==> config.mk <==
export PLATFORM = sky130hd
export DESIGN_NAME = sudoku_game_ctrl_flat
export DESIGN_NICKNAME = d
export VERILOG_FILES = /design/src/rtl/sudoku_game_ctrl_if.sv /design/src/rtl/sudoku_game_ctrl.sv /design/src/flat_wrapper.sv
export SDC_FILE = /design/constraint.sdc
export NUM_CORES = 1
export LEC_CHECK = 0
export CAP_MARGIN = 15
export CORE_UTILIZATION = 42
export CTS_CLUSTER_DIAMETER = 40
export DETAILED_ROUTE_END_ITERATION = 12
export MAX_ROUTING_LAYER = met4
export PLACE_DENSITY = 0.77
export SYNTH_ARGS = -nofsm -noshare
export SYNTH_HDL_FRONTEND = slang
export SYNTH_SLANG_ARGS = --single-unit
==> constraint.sdc <==
create_clock -name clka -period 2.2 [get_ports clka]
set_input_delay 0.22 -clock clka [delete_from_list [all_inputs] [get_ports clka]]
set_output_delay 0.22 -clock clka [all_outputs]
set_load 0.03 [all_outputs]
==> src/rtl/sudoku_game_ctrl_if.sv <==
// Purpose: user/datapath signal bundle for the sudoku game controller.
// Latency: n/a (wires only).
// Backpressure: none; all commands are level inputs sampled by the controller.
interface sudoku_game_ctrl_if;
  // user side
  logic        start;
  logic [1:0]  difficulty_sel;
  logic [3:0]  cell_sel;
  logic [1:0]  val;
  logic        enter;
  logic        check;
  // datapath results
  logic [15:0] fill_flag;
  logic        solved;
  // controller outputs
  logic        set_board;
  logic [1:0]  difficulty;
  logic        register_inp_flag;
  logic [3:0]  reg_choose;
  logic [1:0]  value_inp;
  logic        dp_check;
  logic        won;
  logic        try_again_flag;
  logic [3:0]  ridx_a;
  logic [3:0]  ridx_b;
  logic [2:0]  state;
  logic [1:0]  attempts;
  logic        rejected;

  // controller view
  modport master (
    input  start, difficulty_sel, cell_sel, val, enter, check, fill_flag, solved,
    output set_board, difficulty, register_inp_flag, reg_choose, value_inp,
           dp_check, won, try_again_flag, ridx_a, ridx_b, state, attempts, rejected
  );

  // user/datapath view
  modport slave (
    output start, difficulty_sel, cell_sel, val, enter, check, fill_flag, solved,
    input  set_board, difficulty, register_inp_flag, reg_choose, value_inp,
           dp_check, won, try_again_flag, ridx_a, ridx_b, state, attempts, rejected
  );
endinterface

==> src/rtl/sudoku_game_ctrl.sv <==
// Purpose: game FSM for a 4x4 sudoku: load, cell writes, board check, win/lose.
// Latency: user edges act 2 cycles after the level rises; all outputs registered.
// Backpressure: none; commands outside their legal state are dropped.
// Option: define SUDOKU_TRY_LIMIT_EN to end the game (LOST) on the third failed check.
module sudoku_game_ctrl (
  input  logic clka,
  input  logic restart,
  sudoku_game_ctrl_if.master bus
);

  typedef enum logic [2:0] {
    IDLE  = 3'd0,
    LOAD  = 3'd1,
    PLAY  = 3'd2,
    WRITE = 3'd3,
    CHECK = 3'd4,
    WAIT  = 3'd5,
    WON   = 3'd6,
    LOST  = 3'd7
  } state_t;

  state_t      cur;
  logic        start_r, start_p;
  logic        enter_r, enter_p;
  logic        check_r, check_p;
  logic        start_ev, enter_ev, check_ev;
  logic        wait_cnt;
  logic        set_board_q, register_inp_flag_q, dp_check_q, try_again_q, rejected_q;
  logic        won_q;
  logic [1:0]  difficulty_q;
  logic [1:0]  attempts_q;
  logic [1:0]  attempts_inc;
  logic [3:0]  reg_choose_q;
  logic [1:0]  value_inp_q;
  logic [3:0]  ridx_a_q, ridx_b_q;

  assign start_ev = start_r & ~start_p;
  assign enter_ev = enter_r & ~enter_p;
  assign check_ev = check_r & ~check_p;
  assign attempts_inc = (attempts_q == 2'd3) ? 2'd3 : attempts_q + 2'd1;

  // Register each user level once and keep the previous sample for edge detection.
  always_ff @(posedge clka or posedge restart) begin
    if (restart) begin
      start_r <= 1'b0; start_p <= 1'b0;
      enter_r <= 1'b0; enter_p <= 1'b0;
      check_r <= 1'b0; check_p <= 1'b0;
    end else begin
      start_r <= bus.start; start_p <= start_r;
      enter_r <= bus.enter; enter_p <= enter_r;
      check_r <= bus.check; check_p <= check_r;
    end
  end

  // Datapath read indices: A follows the user cursor, B scans the display.
  always_ff @(posedge clka or posedge restart) begin
    if (restart) begin
      ridx_a_q <= 4'd0;
      ridx_b_q <= 4'd0;
    end else begin
      ridx_a_q <= bus.cell_sel;
      ridx_b_q <= ridx_b_q + 4'd1;
    end
  end

  // Game FSM; strobes default low each cycle so none can stretch past one cycle.
  always_ff @(posedge clka or posedge restart) begin
    if (restart) begin
      cur                 <= IDLE;
      wait_cnt            <= 1'b0;
      set_board_q         <= 1'b0;
      register_inp_flag_q <= 1'b0;
      dp_check_q          <= 1'b0;
      try_again_q         <= 1'b0;
      rejected_q          <= 1'b0;
      won_q               <= 1'b0;
      difficulty_q        <= 2'd0;
      attempts_q          <= 2'd0;
      reg_choose_q        <= 4'd0;
      value_inp_q         <= 2'd0;
    end else begin
      set_board_q         <= 1'b0;
      register_inp_flag_q <= 1'b0;
      dp_check_q          <= 1'b0;
      try_again_q         <= 1'b0;
      rejected_q          <= 1'b0;
      unique case (cur)
        IDLE, WON, LOST: begin
          // LOST is only entered when the try limit is compiled in.
          if (start_ev) begin
            difficulty_q <= bus.difficulty_sel;
            attempts_q   <= 2'd0;
            won_q        <= 1'b0;
            set_board_q  <= 1'b1;
            cur          <= LOAD;
          end
        end
        LOAD: begin
          cur <= PLAY;
        end
        PLAY: begin
          // A simultaneous enter is dropped in favour of the check.
          if (check_ev) begin
            dp_check_q <= 1'b1;
            cur        <= CHECK;
          end else if (enter_ev) begin
            reg_choose_q <= bus.cell_sel;
            value_inp_q  <= bus.val;
            cur          <= WRITE;
          end
        end
        WRITE: begin
          // Given cells are protected: refuse the write instead of strobing it.
          if (bus.fill_flag[reg_choose_q]) rejected_q <= 1'b1;
          else                             register_inp_flag_q <= 1'b1;
          cur <= PLAY;
        end
        CHECK: begin
          wait_cnt <= 1'b0;
          cur      <= WAIT;
        end
        WAIT: begin
          // Two cycles for the datapath to settle its solved result.
          if (!wait_cnt) begin
            wait_cnt <= 1'b1;
          end else if (bus.solved) begin
            won_q <= 1'b1;
            cur   <= WON;
          end else begin
            try_again_q <= 1'b1;
            attempts_q  <= attempts_inc;
`ifdef SUDOKU_TRY_LIMIT_EN
            if (attempts_inc == 2'd3) cur <= LOST;
            else                      cur <= PLAY;
`else
            cur <= PLAY;
`endif
          end
        end
        default: cur <= IDLE;
      endcase
    end
  end

  assign bus.set_board         = set_board_q;
  assign bus.difficulty        = difficulty_q;
  assign bus.register_inp_flag = register_inp_flag_q;
  assign bus.reg_choose        = reg_choose_q;
  assign bus.value_inp         = value_inp_q;
  assign bus.dp_check          = dp_check_q;
  assign bus.won               = won_q;
  assign bus.try_again_flag    = try_again_q;
  assign bus.ridx_a            = ridx_a_q;
  assign bus.ridx_b            = ridx_b_q;
  assign bus.state             = cur;
  assign bus.attempts          = attempts_q;
  assign bus.rejected          = rejected_q;

endmodule

==> src/flat_wrapper.sv <==
// flat-port wrapper written by rule: the top's interface ports become plain ports
module sudoku_game_ctrl_flat 
  (clka, restart, bus_start, bus_difficulty_sel, bus_cell_sel, bus_val, bus_enter, bus_check, bus_fill_flag, bus_solved, bus_set_board, bus_difficulty, bus_register_inp_flag, bus_reg_choose, bus_value_inp, bus_dp_check, bus_won, bus_try_again_flag, bus_ridx_a, bus_ridx_b, bus_state, bus_attempts, bus_rejected);
  sudoku_game_ctrl_if bus_i ();
  input  logic clka;
  input  logic restart;
  input wire logic [$bits(bus_i.start)-1:0] bus_start;
  input wire logic [$bits(bus_i.difficulty_sel)-1:0] bus_difficulty_sel;
  input wire logic [$bits(bus_i.cell_sel)-1:0] bus_cell_sel;
  input wire logic [$bits(bus_i.val)-1:0] bus_val;
  input wire logic [$bits(bus_i.enter)-1:0] bus_enter;
  input wire logic [$bits(bus_i.check)-1:0] bus_check;
  input wire logic [$bits(bus_i.fill_flag)-1:0] bus_fill_flag;
  input wire logic [$bits(bus_i.solved)-1:0] bus_solved;
  output wire logic [$bits(bus_i.set_board)-1:0] bus_set_board;
  output wire logic [$bits(bus_i.difficulty)-1:0] bus_difficulty;
  output wire logic [$bits(bus_i.register_inp_flag)-1:0] bus_register_inp_flag;
  output wire logic [$bits(bus_i.reg_choose)-1:0] bus_reg_choose;
  output wire logic [$bits(bus_i.value_inp)-1:0] bus_value_inp;
  output wire logic [$bits(bus_i.dp_check)-1:0] bus_dp_check;
  output wire logic [$bits(bus_i.won)-1:0] bus_won;
  output wire logic [$bits(bus_i.try_again_flag)-1:0] bus_try_again_flag;
  output wire logic [$bits(bus_i.ridx_a)-1:0] bus_ridx_a;
  output wire logic [$bits(bus_i.ridx_b)-1:0] bus_ridx_b;
  output wire logic [$bits(bus_i.state)-1:0] bus_state;
  output wire logic [$bits(bus_i.attempts)-1:0] bus_attempts;
  output wire logic [$bits(bus_i.rejected)-1:0] bus_rejected;
  assign bus_i.start = bus_start;
  assign bus_i.difficulty_sel = bus_difficulty_sel;
  assign bus_i.cell_sel = bus_cell_sel;
  assign bus_i.val = bus_val;
  assign bus_i.enter = bus_enter;
  assign bus_i.check = bus_check;
  assign bus_i.fill_flag = bus_fill_flag;
  assign bus_i.solved = bus_solved;
  assign bus_set_board = bus_i.set_board;
  assign bus_difficulty = bus_i.difficulty;
  assign bus_register_inp_flag = bus_i.register_inp_flag;
  assign bus_reg_choose = bus_i.reg_choose;
  assign bus_value_inp = bus_i.value_inp;
  assign bus_dp_check = bus_i.dp_check;
  assign bus_won = bus_i.won;
  assign bus_try_again_flag = bus_i.try_again_flag;
  assign bus_ridx_a = bus_i.ridx_a;
  assign bus_ridx_b = bus_i.ridx_b;
  assign bus_state = bus_i.state;
  assign bus_attempts = bus_i.attempts;
  assign bus_rejected = bus_i.rejected;
  sudoku_game_ctrl u_core (.clka(clka), .restart(restart), .bus(bus_i));
endmodule
==> reports/qor.json, run 1 <==
{
  "synth_fp_nets": 136,
  "yosys.area.top_type_share": 0.612,
  "setup-tns-final_ns": 0,
  "endpoint_of_the_worst_register_to_register_path": "u_core.bus.value_inp[1]",
  "dr.pass1.iters": 4,
  "timing.critical_path.from_type": "register",
  "post_synth_most_frequent_cells": "34 x sky130_fd_sc_hd__dfrtp_1, 6 x sky130_fd_sc_hd__nand2_1, 6 x sky130_fd_sc_hd__nor2_1, 6 x sky130_fd_sc_hd__o21ai_0",
  "timing.hold.worst.class": "in -> async",
  "route.final.wire_length_um": 2650,
  "tritoncts": "done",
  "worstSetupStartpoint": "u_core.bus.state[1]",
  "worst_setup_hold_path_clk_slew_ns": 0.10,
  "num_antenna_cells": 0,
  "critical_path.endpoint_type": "output pin",
  "ant_nets": 0,
  "drive_gt1_frac": 0.0904,
  "grt_antenna_before_repair": 0,
  "drt_iter0_markers": 27,
  "setup_viol_count_final": 0,
  "num_rows": 20,
  "postCtsSetupBuffers": 0,
  "vdd.ir_drop.worst_mv": 0.699,
  "maximum_fanout_along_the_worst_path": 15,
  "timing.max_slew.rel_slack": 0.720,
  "syn-instance-count": 105,
  "cts_resized": 0,
  "r2r_slack_ns": 0.50,
  "boundaryPins": 57,
  "critical-path-top-delay-family": "buffers and inverters",
  "cap_viol_max_count": 0,
  "fillerInstances": 248,
  "dp.final_hpwl_um": 1980,
  "tritoncts.num_buffers": 5,
  "drc": 0,
  "cell_by_cell_trace_of_the_critical_path": "clkdlybuf4s50_1",
  "synth_area_sq_mm": 0.00139,
  "data_arrival_at_the_endpoint_of_the_critical_path_ns": 1.69,
  "fin_total_pwr_uw": 2600,
  "crit_slowest_cell": "sky130_fd_sc_hd__clkdlybuf4s50_1",
  "power.density_cell_area_mw_per_mm2": 1260,
  "number_of_pins_with_negative_max_slew_slack_in_the_final_report": 0,
  "grt_pass1_vias": 976,
  "width_of_the_chip_um": 59.6,
  "post_synthesis_cell_type_with_the_largest_combined_area": "sky130_fd_sc_hd__dfrtp_1",
  "wl_per_cell_um": 12.6,
  "worstReg2RegStart": "u_core.bus.state[2]",
  "floorplan.initialDensity": 0.448,
  "clock.fmax_mhz": 524,
  "htreeDepth": 2,
  "die_outline_area_sq_mm": 0.00355,
  "coreArea_sq_mm": 0.00310,
  "synthMostInstantiatedCell": "sky130_fd_sc_hd__dfrtp_1",
  "synth.area.top_cells": "sky130_fd_sc_hd__dfrtp_1 61%, sky130_fd_sc_hd__mux4_1 7.6%, sky130_fd_sc_hd__mux2_2 4.0%, sky130_fd_sc_hd__mux2_1 3.2%, sky130_fd_sc_hd__o21ai_0 2.2%",
  "root_buf_cell": "sky130_fd_sc_hd__clkbuf_4",
  "final_worst_path_period_need_ns": 1.91,
  "globalRoute.totalOverflow": 0,
  "track_usage": 0.182,
  "static-leakage-power_uw": 0.000895,
  "critPathMaxStageDelay_ns": 0.75,
  "die_h_um": 59.6,
  "synth_seq_area_share": 0.612,
  "portBuffers": 56,
  "viasPerCell": 4.90,
  "post_cts_hold_buffer_count": 0,
  "synth-seq-cells": 34,
  "final.period_utilization": 0.867,
  "via_count": 1029,
  "outcome": "finished, final reports clean",
  "cts_buffer_depth": 2,
  "postSynth.asyncResetShare": 1.00,
  "ws_path_type": "reg -> out",
  "synth_edf_count": 0,
  "final.setup_skew_ns": 0.00874,
  "crit_required_ns": 1.98,
  "worst-slew-pin-transition_ns": 0.420,
  "syn-mean-instance-area_sq_um": 13.3,
  "clock_sink_count": 34,
  "final_net_count": 196,
  "synth-main-ff-cell": "sky130_fd_sc_hd__dfrtp_1",
  "areaGrowthSynthToFinish_pct": 48.7,
  "ff2ff_path_depth": 4,
  "grt_pass1_wl_um": 4200,
  "synth_warnings": 0,
  "clock_latency_ns": 0.33,
  "grt_setup_unrepaired": "false",
  "path_buf_inv": 1,
  "grt_start_max_net_pins": 35,
  "globalplace.congestion": 0.737,
  "synthDistinctLibCells": 29,
  "final_hold_viol_count": 0
}
cells by family (layout without fill, tap and decap cells):
logic type / after synthesis / count (layout) / share of synthesized area
xor gates and xnor gates: 2 / 2 / 0.0126
muxes: 14 / 14 / 0.156
DFF: 34 / 34 / 0.612
adders and majority gates: 1 / 1 / 0.00899
buffers and inverters: 9 / 70 / 0.0279
AOI/OAI and AO/OA: 18 / 18 / 0.0800
and+or+nand+nor: 27 / 27 / 0.103
per-layer routing:
layer / track usage / part of all wire / vias to the layer above
li1: - / - / 494
met1: 0.199 / 0.41 / 473
met2: 0.257 / 0.44 / 58
met3: 0.114 / 0.12 / 4
met4: 0.0897 / 0.020 / 0
met5: - / 0 / -
registers in the layout, indices dropped and copies added (netlist names), 2 cells and up:
register and count:
u_core.bus.attempts 2, u_core.bus.difficulty 2, u_core.bus.reg_choose 4, u_core.bus.ridx_a 4, u_core.bus.ridx_b 4, u_core.bus.state 3
u_core.bus.value_inp 2
cell type report:
cell class,count,area (sq um),area share
Clock inverter,1,30.0,0.0145
Sequential cell,34,851,0.411
Timing Repair Buffer,57,568,0.274
Multi-Input combinational cell,62,502,0.242
Clock buffer,7,45.0,0.0218
Tap cell,44,55.1,0.0266
Inverter,5,18.8,0.00907
through the flow:
stage / worst slack [ns] / hold slack, ns / cell area [sq um] / util / std cells
2_1_floorplan: 0.460 / 0.251 / 1390 / - / 105
3_3_place_gp: 0.507 / 0.362 / 1990 / 0.643 / 202
3_5_place_dp: 0.459 / 0.376 / 1990 / 0.643 / 202
4_1_cts: 0.271 / 0.256 / 2070 / 0.667 / 210
5_1_grt: 0.202 / 0.283 / 2070 / 0.667 / 210
6_report: 0.293 / 0.259 / 2070 / 0.667 / 210
worst max-delay path by stage:
stage | endpoint | cells after the start
final | bus_state[1] | 1
after global routing | bus_state[1] | 1
after CTS | bus_state[1] | 1
after detailed placement | u_core.bus.register_inp_flag | 5
after global placement | u_core.bus.register_inp_flag | 5
after floorplan | u_core.bus.register_inp_flag | 4
layout by cell type, fill, tap and decap left out:
master and count:
sky130_fd_sc_hd__nand3_1 3, sky130_fd_sc_hd__and2b_1 1, sky130_fd_sc_hd__nor2b_1 1, sky130_fd_sc_hd__nor2_4 1, sky130_fd_sc_hd__nand3b_1 2, sky130_fd_sc_hd__clkdlybuf4s50_1 56, sky130_fd_sc_hd__o22ai_1 2, sky130_fd_sc_hd__o21ai_2 2
sky130_fd_sc_hd__mux4_1 4, sky130_fd_sc_hd__buf_4 1, sky130_fd_sc_hd__clkbuf_4 5, sky130_fd_sc_hd__a21oi_1 5, sky130_fd_sc_hd__o22a_1 1, sky130_fd_sc_hd__nand2_1 6, sky130_fd_sc_hd__ha_1 1, sky130_fd_sc_hd__xnor2_1 1
sky130_fd_sc_hd__nand4b_1 1, sky130_fd_sc_hd__nand2b_1 3, sky130_fd_sc_hd__mux2i_1 1, sky130_fd_sc_hd__inv_1 5, sky130_fd_sc_hd__o21ai_0 6, sky130_fd_sc_hd__nor2_1 6, sky130_fd_sc_hd__a2bb2oi_1 2, sky130_fd_sc_hd__mux2_2 5
sky130_fd_sc_hd__dfrtp_1 34, sky130_fd_sc_hd__bufinv_16 1, sky130_fd_sc_hd__clkbuf_1 2, sky130_fd_sc_hd__xor2_1 1, sky130_fd_sc_hd__nor3_1 2, sky130_fd_sc_hd__or3_1 1, sky130_fd_sc_hd__mux2_1 4
where the power goes:
group          internal (uW)  total, uW  leakage [uW]  switching, uW
registers                791        995      0.000421            204
logic                    569       1180      0.000435            607
clock network            241        433     0.0000395            192
Power figures use the tool's default switching activity.
==> run 2: changes to the inputs <==
clock period = 1.8 ns   (was 2.2 ns; I/O delays follow)
==> run 2 against run 1 <==
  * First-iteration DRC count rose by 7.4%
  * Total power grew 26%
  * Clock power up 26%
  * Clock skew rose by 0.0065 ns
  * Via count rose by 0.87%
  * Design area increased by 2.1%
  * Wire length up 4.1%
  * Largest cell class unchanged
  * Highest routed layer unchanged
==> reports/qor.json, run 2 (synthesis results as in run 1) <==
{
  "critPathMaxStageDelay": {"value": 0.72, "unit": "ns", "change": "was 0.75 ns"},
  "dr.pass1.iters": {"value": 3, "change": "was 4"},
  "tritoncts": {"value": "done", "change": "unchanged"},
  "final.period_utilization": 0.960,
  "cell_by_cell_trace_of_the_critical_path": {"value": "clkdlybuf4s50_1", "change": "unchanged"},
  "vdd.ir_drop.worst": {"value": 0.781, "unit": "mV", "change": "was 0.699 mV"},
  "areaGrowthSynthToFinish": {"value": 51.9, "unit": "%", "change": "was 48.7%"},
  "timing.critical_path.from_type": {"value": "register", "change": "unchanged"},
  "outcome": {"value": "finished, final reports clean", "change": "unchanged"},
  "grt_setup_unrepaired": {"value": "false", "change": "unchanged"},
  "drt_iter0_markers": {"value": 29, "change": "was 27"},
  "worst-slew-pin-transition": {"value": 0.485, "unit": "ns", "change": "was 0.420 ns"},
  "grt_start_max_net_pins": {"value": 24, "change": "was 35"},
  "critical-path-top-delay-family": {"value": "buffers and inverters", "change": "unchanged"},
  "num_antenna_cells": {"value": 0, "change": "unchanged"},
  "endpoint_of_the_worst_register_to_register_path": {"value": "u_core.bus.difficulty[0]", "change": "was u_core.bus.value_inp[1]"},
  "crit_slowest_cell": {"value": "sky130_fd_sc_hd__clkdlybuf4s50_1", "change": "unchanged"},
  "grt_pass1_vias": {"value": 1009, "change": "was 976"},
  "final_common_cell": {"value": "sky130_fd_sc_hd__clkdlybuf4s50_1", "change": "unchanged"},
  "htreeDepth": {"value": 2, "change": "unchanged"},
  "ff2ff_path_depth": {"value": 5, "change": "was 4"},
  "grt_antenna_before_repair": {"value": 0, "change": "unchanged"},
  "met1Wirelength": {"value": 1220, "unit": "um", "change": "was 1100 um"},
  "number_of_pins_with_negative_max_slew_slack_in_the_final_report": {"value": 0, "change": "unchanged"},
  "clock_latency": {"value": 0.34, "unit": "ns", "change": "was 0.33 ns"},
  "worstSetupStartpoint": {"value": "u_core.bus.reg_choose[1]", "change": "was u_core.bus.state[1]"},
  "total_length_of_routed_met3_wires": {"value": 305, "unit": "um", "change": "was 324 um"},
  "grt_pass1_wl": {"value": 4460, "unit": "um", "change": "was 4200 um"},
  "maximum_fanout_along_the_worst_path": {"value": 6, "change": "was 15"},
  "track_usage": {"value": 0.183, "change": "was 0.182"},
  "setup_viol_count_final": {"value": 0, "change": "unchanged"},
  "dp.final_hpwl": {"value": 2160, "unit": "um", "change": "was 1980 um"},
  "final_net_count": {"value": 200, "change": "was 196"},
  "die_h": {"value": 59.6, "unit": "um", "change": "unchanged"},
  "final_worst_path_period_need_ns": 1.73,
  "clock.fmax_mhz": 579,
  "post_cts_hold_buffer_count": {"value": 0, "change": "unchanged"},
  "coreArea": {"value": 0.00310, "unit": "sq mm", "change": "unchanged"},
  "portBuffers": {"value": 56, "change": "unchanged"},
  "timing.max_slew.rel_slack": {"value": 0.676, "change": "was 0.720"},
  "floorplan.initialDensity": {"value": 0.448, "change": "unchanged"},
  "boundaryPins": {"value": 57, "change": "unchanged"},
  "tritoncts.num_buffers": {"value": 5, "change": "unchanged"},
  "worst_setup_hold_path_clk_slew": {"value": 0.11, "unit": "ns", "change": "was 0.10 ns"},
  "data_arrival_at_the_endpoint_of_the_critical_path": {"value": 1.55, "unit": "ns", "change": "was 1.69 ns"},
  "globalplace.congestion": {"value": 0.822, "change": "was 0.737"},
  "final_hold_viol_count": {"value": 0, "change": "unchanged"},
  "path_buf_inv": {"value": 1, "change": "unchanged"},
  "viasPerCell": {"value": 4.85, "change": "was 4.90"},
  "num_rows": {"value": 20, "change": "unchanged"},
  "cts_buffer_depth": {"value": 2, "change": "unchanged"},
  "ant_nets": {"value": 0, "change": "unchanged"},
  "critical_path.endpoint_type": {"value": "output pin", "change": "unchanged"},
  "die_outline_area": {"value": 0.00355, "unit": "sq mm", "change": "unchanged"},
  "via_count": {"value": 1038, "change": "was 1029"},
  "most-common-layout-cells": {"value": "55 x sky130_fd_sc_hd__clkdlybuf4s50_1, 34 x sky130_fd_sc_hd__dfrtp_1, 6 x sky130_fd_sc_hd__nand2_1, 6 x sky130_fd_sc_hd__nor2_1, 6 x sky130_fd_sc_hd__o21ai_0", "change": "was 56 x sky130_fd_sc_hd__clkdlybuf4s50_1, 34 x sky130_fd_sc_hd__dfrtp_1, 6 x sky130_fd_sc_hd__nand2_1, 6 x sky130_fd_sc_hd__nor2_1, 6 x sky130_fd_sc_hd__o21ai_0"},
  "globalRoute.totalOverflow": {"value": 0, "change": "unchanged"},
  "final.setup_skew": {"value": 0.0152, "unit": "ns", "change": "was 0.00874 ns"},
  "ws_path_type": {"value": "reg -> out", "change": "unchanged"},
  "postCtsSetupBuffers": {"value": 0, "change": "unchanged"},
  "width_of_the_chip": {"value": 59.6, "unit": "um", "change": "unchanged"},
  "drive_gt1_frac": {"value": 0.124, "change": "was 0.0904"},
  "route.final.wire_length": {"value": 2760, "unit": "um", "change": "was 2650 um"},
  "worstReg2RegStart": {"value": "u_core.bus.state[2]", "change": "unchanged"},
  "clock_sink_count": {"value": 34, "change": "unchanged"},
  "power.density_cell_area": {"value": 1560, "unit": "mW/mm^2", "change": "was 1260 mW/mm^2"},
  "static-leakage-power": {"value": 0.000930, "unit": "uW", "change": "was 0.000895 uW"},
  "highest_layer": {"value": "met4", "change": "unchanged"},
  "cap_viol_max_count": {"value": 0, "change": "unchanged"},
  "crit_required": {"value": 1.62, "unit": "ns", "change": "was 1.98 ns"},
  "met2_length": {"value": 1190, "unit": "um", "change": "was 1170 um"},
  "r2r_slack": {"value": 0.10, "unit": "ns", "change": "was 0.50 ns"},
  "drc": {"value": 0, "change": "unchanged"},
  "root_buf_cell": {"value": "sky130_fd_sc_hd__clkbuf_4", "change": "unchanged"},
  "timing.hold.worst.class": {"value": "in -> async", "change": "unchanged"},
  "wl_per_cell": {"value": 12.9, "unit": "um", "change": "was 12.6 um"},
  "setup-tns-final": {"value": 0, "unit": "ns", "change": "unchanged"},
  "timing.hold.ws": {"value": 0.141, "unit": "ns", "change": "was 0.259 ns"}
}
[run 2: changes by cell type in the layout (fill, tap and decap cells not counted), sizes merged]
cell           previous run  this run
clkdlybuf4s50            56        55
clkinv                    0         2
clkbuf                    7         5
dlygate4sd2               0         1
buf                       1         5
[run 2: worst max path at each step]
stage,end,depth (start not counted)
final,bus_reg_choose[1],1
after global routing,bus_state[0],1
after CTS,bus_reg_choose[1],1
after detailed placement,u_core.bus.register_inp_flag,5
after global placement,u_core.bus.register_inp_flag,5
after floorplan,u_core.bus.register_inp_flag,4
[run 2: layer usage]
metal  global-route usage  vias to the layer above
met5                    -                        -
met4               0.0797                        0
met3               0.0830                        6
met2                0.281                       57
met1                0.206                      473
li1                     -                      502
[run 2: final cells by class]
class | instances | area, sq um
Clock buffer | 5 | 37.5
Fill cell | 244 | 990
Tap cell | 44 | 55.1
Clock inverter | 3 | 40.0
Sequential cell | 34 | 851
Multi-Input combinational cell | 62 | 502
Inverter | 5 | 18.8
Timing Repair Buffer | 61 | 609
[run 2: what timing repair did]
item / CTS / global route
endpoints found under the hold margin: 0 / 0
resized for setup: 1 / 0
endpoints found under the setup margin: 1 / 0
[run 2: report_power, final]
group          leakage (uW)  total [uW]  switching (uW)  internal [uW]
clock             0.0000450         545             257            288
combinational      0.000463        1570             817            751
sequential         0.000421        1170             208            967
total              0.000930        3290            1280           2010
[run 2: through the flow]
step	power [uW]	setup WS [ns]	area [sq um]	util	std cells
after floorplan	2140	0.0600	1390	-	105
after detailed placement	2780	0.111	2040	0.656	206
after global placement	2720	0.145	2040	0.656	206
final	3290	0.0725	2110	0.681	214
after CTS	3320	0.0484	2110	0.681	214
after global routing	3480	0.00596	2110	0.681	214
